--- config.mk ---
export PLATFORM = sky130hd
export DESIGN_NAME = puf_uart_seq
export DESIGN_NICKNAME = d
export VERILOG_FILES = /design/src/rtl/puf_uart_pkg.sv /design/src/rtl/puf_uart_timer.sv /design/src/rtl/puf_uart_seq.sv
export SDC_FILE = /design/constraint.sdc
export NUM_CORES = 1
export LEC_CHECK = 0
export ABC_AREA = 1
export ABC_CLOCK_PERIOD_IN_PS = 4490
export CAP_MARGIN = 20
export CORE_MARGIN = 10
export CORE_UTILIZATION = 45
export CTS_CLUSTER_DIAMETER = 60
export CTS_CLUSTER_SIZE = 25
export DETAILED_ROUTE_END_ITERATION = 10
export PLACE_DENSITY = 0.84
export SLEW_MARGIN = 10
export SYNTH_ARGS = -nofsm -noshare
export SYNTH_HDL_FRONTEND = slang
export SYNTH_SLANG_ARGS = --single-unit
--- constraint.sdc ---
create_clock -name clk -period 4.49 [get_ports clk]
set_clock_uncertainty 0.05 [all_clocks]
set_input_delay 0.898 -clock clk [delete_from_list [all_inputs] [get_ports clk]]
set_output_delay 0.898 -clock clk [all_outputs]
set_load 0.1 [all_outputs]
--- src/rtl/puf_uart_pkg.sv ---
// Shared types and constants for the uart-to-PUF challenge/response sequencer.
package puf_uart_pkg;

  localparam int CHAL_W = 64;
  localparam int SYM_W  = 2;

  typedef enum logic [2:0] {
    IDLE     = 3'd0,
    LAUNCH   = 3'd1,
    WAIT_PUF = 3'd2,
    TX_REQ   = 3'd3,
    TX_BUSY  = 3'd4
  } state_e;

endpackage

--- src/rtl/puf_uart_timer.sv ---
// Clearable up-counter whose terminal-count flag fires on the last cycle of a limit-cycle window.
module puf_uart_timer #(
  parameter int W = 11
) (
  input  logic         clk,
  input  logic         rst,
  input  logic         clr_i,
  input  logic         inc_i,
  input  logic [W-1:0] limit_i,
  output logic         tc_o
);

  logic [W-1:0] cnt_q, cnt_d;

  always_comb begin
    cnt_d = cnt_q;
    if (clr_i) begin
      cnt_d = '0;
    end else if (inc_i) begin
      cnt_d = cnt_q + W'(1);
    end else begin
      cnt_d = cnt_q;
    end
  end

  always_ff @(posedge clk or posedge rst) begin
    if (rst) begin
      cnt_q <= '0;
    end else begin
      cnt_q <= cnt_d;
    end
  end

  assign tc_o = (cnt_q == (limit_i - W'(1)));

endmodule

--- src/rtl/puf_uart_seq.sv ---
// Accepts uart challenge frames, launches the PUF, and streams the response back
// over the uart transmitter as 2-bit symbols, MSB first.
module puf_uart_seq
  import puf_uart_pkg::*;
#(
  parameter int RESP_W      = 8,
  parameter int PUF_TIMEOUT = 1024,
  parameter int TX_TIMEOUT  = 64
) (
  input  logic              clk,
  input  logic              rst,
  input  logic              received,
  input  logic [CHAL_W-1:0] rx_byte,
  input  logic              recv_error,
  input  logic              is_transmitting,
  output logic              transmit,
  output logic [SYM_W-1:0]  tx_bit,
  output logic [CHAL_W-1:0] puf_challenge,
  output logic              puf_start,
  input  logic              puf_done,
  input  logic [RESP_W-1:0] puf_response,
  output logic              busy,
  output logic              timeout_err,
  output logic [7:0]        drop_cnt
);

  localparam int NSYM  = RESP_W / SYM_W;
  localparam int IDX_W = (NSYM > 1) ? $clog2(NSYM) : 1;
  localparam int TMAX  = (PUF_TIMEOUT > TX_TIMEOUT) ? PUF_TIMEOUT : TX_TIMEOUT;
  localparam int TMR_W = $clog2(TMAX) + 1;

  state_e              state_q, state_d;
  logic [CHAL_W-1:0]   chal_q, chal_d;
  logic [RESP_W-1:0]   sh_q, sh_d;
  logic [IDX_W-1:0]    idx_q, idx_d;
  logic                err_q, err_d;
  logic [7:0]          drop_q, drop_d;
  logic                tmr_inc_s, tmr_clr_s, tmr_tc_s;
  logic [TMR_W-1:0]    tmr_limit_s;

  // One timer serves both waits; the window length follows the state that owns it.
  assign tmr_limit_s = (state_q == TX_REQ) ? TMR_W'(TX_TIMEOUT) : TMR_W'(PUF_TIMEOUT);
  assign tmr_clr_s   = (state_d != state_q);

  puf_uart_timer #(.W(TMR_W)) u_timer (
    .clk     (clk),
    .rst     (rst),
    .clr_i   (tmr_clr_s),
    .inc_i   (tmr_inc_s),
    .limit_i (tmr_limit_s),
    .tc_o    (tmr_tc_s)
  );

  always_comb begin
    state_d   = state_q;
    chal_d    = chal_q;
    sh_d      = sh_q;
    idx_d     = idx_q;
    err_d     = err_q;
    drop_d    = drop_q;
    tmr_inc_s = 1'b0;
    case (state_q)
      IDLE: begin
        if (received && !recv_error) begin
          chal_d  = rx_byte;
          state_d = LAUNCH;
        end else begin
          state_d = IDLE;
        end
      end
      LAUNCH: begin
        state_d = WAIT_PUF;
      end
      WAIT_PUF: begin
        if (puf_done) begin
          sh_d    = puf_response;
          idx_d   = '0;
          state_d = TX_REQ;
        end else if (tmr_tc_s) begin
          err_d   = 1'b1;
          state_d = IDLE;
        end else begin
          tmr_inc_s = 1'b1;
        end
      end
      TX_REQ: begin
        if (is_transmitting) begin
          state_d = TX_BUSY;
        end else if (tmr_tc_s) begin
          err_d   = 1'b1;
          state_d = IDLE;
        end else begin
          tmr_inc_s = 1'b1;
        end
      end
      TX_BUSY: begin
        if (!is_transmitting) begin
          if (idx_q == IDX_W'(NSYM - 1)) begin
            state_d = IDLE;
          end else begin
            idx_d   = idx_q + IDX_W'(1);
            sh_d    = sh_q << SYM_W;
            state_d = TX_REQ;
          end
        end else begin
          state_d = TX_BUSY;
        end
      end
      default: begin
        state_d = IDLE;
      end
    endcase
    // A frame landing on the cycle we return to IDLE is still seen with state_q != IDLE.
    if (received && ((state_q != IDLE) || recv_error) && (drop_q != 8'hFF)) begin
      drop_d = drop_q + 8'd1;
    end else begin
      drop_d = drop_q;
    end
  end

  always_ff @(posedge clk or posedge rst) begin
    if (rst) begin
      state_q <= IDLE;
      chal_q  <= '0;
      sh_q    <= '0;
      idx_q   <= '0;
      err_q   <= 1'b0;
      drop_q  <= 8'd0;
    end else begin
      state_q <= state_d;
      chal_q  <= chal_d;
      sh_q    <= sh_d;
      idx_q   <= idx_d;
      err_q   <= err_d;
      drop_q  <= drop_d;
    end
  end

  assign transmit      = (state_q == TX_REQ);
  assign tx_bit        = sh_q[RESP_W-1 -: SYM_W];
  assign puf_start     = (state_q == LAUNCH);
  assign busy          = (state_q != IDLE);
  assign puf_challenge = chal_q;
  assign timeout_err   = err_q;
  assign drop_cnt      = drop_q;

endmodule

==> results.txt <==
DP Wirelength = 8.98 mm
routed via count = 3193
# fillers = 712
Syn Inst Count = 364
port bufs = 155
drt first pass iters = 6
CTS root buf = clkbuf_8
final-report max-slew violation count = 0
cts hold-fix bufs = 0
Max Cap Violations = 0
Post-Layout Inst Area = 6150 um^2
Post-Route M1 WL = 4.29 mm
clk sinks = 97
Gates resized, CTS repair = 0
CTS tree = built
remaining antenna violation count = 0
number of global-route vias before repair = 3361
first-pass GRT wire length = 18.3 mm
Setup crit start kind = flop
CP Max Fanout = 7
sequential fraction of the synthesis area = 0.567
Period minus WS final = 3.33 ns
clock transition at the registers of the reported paths = 0.09 ns
top-count cell post-synth = dfrtp_1
top post-synthesis cells by area = dfrtp_1 57%, mux2_2 17%, nand2_1 3.5%
Final setup viols = 0
Top FF cell, synth = dfrtp_1
area growth from synthesis to layout = 43.7%
arrival time worst endpoint = 2.38 ns
Final Hold Vio Count = 0
layout cells sized above 1 = 0.235
FF+latch count, synth = 97
asr flop ratio synth = 1.00
largest net degree at the start of global routing = 60
# H-tree levels = 3
post-route setup TNS = 0 ns
Least-Margin Pin Slew = 1.03 ns
CTS buffer count = 9
Yosys warnings = 0
die height = 118 um
maximum clock frequency = 300 MHz
# rows = 35
Max Used Layer = met4
Die ar. = 13800 um^2
Slew headroom = 0.309
Iteration-0 DRC Markers = 109
gr usage total = 0.166
syn avg cell area = 11.8 um^2
antenna violations before repair = 1
unrepaired setup endpoints after global routing = no
commonest cells in the netlist = 97 x dfrtp_1, 64 x mux2_2, 40 x nand2_1, 25 x nor2_1, 24 x inv_1
Skew-Pair Late Insertion Delay = 0.36 ns
via/cell ratio = 4.86
DIE WIDTH = 118 um
worst min path class = flop to flop
CTS max path bufs = 2
critical path class = flop to primary output
WL final = 11.5 mm
Syn Nets = 445
synth unique cells = 33
Placer Congestion = 0.843
WL met3 = 672 um
Worst EP required = 3.54 ns
per-cell routed wire length = 17.6 um
placeable core region = 9240 um^2
Initial Util = 0.463
area share of the largest cell type after synthesis = 0.567
Post-CTS Setup Repair Bufs = 0
crit end category = primary output
met2 WL = 6.31 mm
I/O Pins = 156
status = completed
Cell Area, Synth = 4280 um^2
Final nets = 603
Period Utilization, post-route = 0.742
Post-DP Area = 5920 um^2
Overflow after GRT = 0
Synth area leader = dfrtp_1
DRC = 0
Post-synth EDFFs = 0
cell type report:
| class | instances | area [um^2] | area share |
|---|---|---|---|
| Clock inverter | 6 | 73.8 | 0.0120 |
| Inverter | 28 | 106 | 0.0173 |
| Clock buffer | 10 | 128 | 0.0207 |
| Sequential cell | 97 | 2430 | 0.394 |
| Timing Repair Buffer | 160 | 1610 | 0.261 |
| Multi-Input combinational cell | 226 | 1650 | 0.268 |
| Antenna cell | 1 | 2.50 | 0.000407 |
| Tap cell | 129 | 161 | 0.0262 |
metal layers:
layer / track usage / vias to the layer above
met5: 0 / -
met4: 0.0641 / 0
met3: 0.0518 / 12
met2: 0.305 / 84
met1: 0.170 / 1572
li1: - / 1525
critical path, stage by stage, from the launching register on:
cell,delay [ns]
dfrtp_1,0.52
inv_1,0.07
nor3_1,0.24
clkdlybuf4s50_1,1.20
final timing paths:
path	startpoint	to	slack, ns	depth (start not counted)
max reg2reg	state_q[1]	puf_challenge[5]	2.10	4
min reg2reg	timeout_err	timeout_err	0.45	1
min	timeout_err	timeout_err	0.45	1
max	state_q[0]	puf_start	1.16	3
max in group asynchronous	rst	state_q[1]	2.79	4
min in group asynchronous	rst	puf_challenge[3]	0.71	2
kinds of logic (layout without fill, tap and decap cells):
group,after synthesis,count (layout),share of synthesized area
fa+ha+maj,3,3,0.00877
simple gates,117,117,0.139
compound gates,30,30,0.0441
buf+inv,41,204,0.0485
flops,97,97,0.567
mux,64,64,0.168
other cells,0,1,0
xor+xnor,12,12,0.0245
metrics by stage:
stage,hold slack (ns),setup slack [ns],util,cells
2_1_floorplan,0.432,0.913,-,364
3_3_place_gp,0.436,1.50,0.641,639
3_5_place_dp,0.417,1.45,0.641,639
4_1_cts,0.452,1.12,0.663,655
5_1_grt,0.473,1.07,0.666,657
6_report,0.448,1.16,0.666,657
registers in the layout (all words and copies together), names as in the netlist:
register       cells
sh_q               8
state_q            3
timeout_err        1
u_timer.cnt_q     11
puf_challenge     64
drop_cnt           8
idx_q              2
placed cells by master (no fill, tap or decap), types with 11 or more instances in the layout:
cell and instances:
nor2_2 11, dfrtp_1 97, nor2_1 25, nand2_1 40, nand3_1 12, nand2_2 11
clkdlybuf4s50_1 155, inv_1 23, o21ai_0 11, mux2_2 64
Power is not shown: default switching activity piles up to over one toggle a cycle in this logic, so the estimate is an artifact.
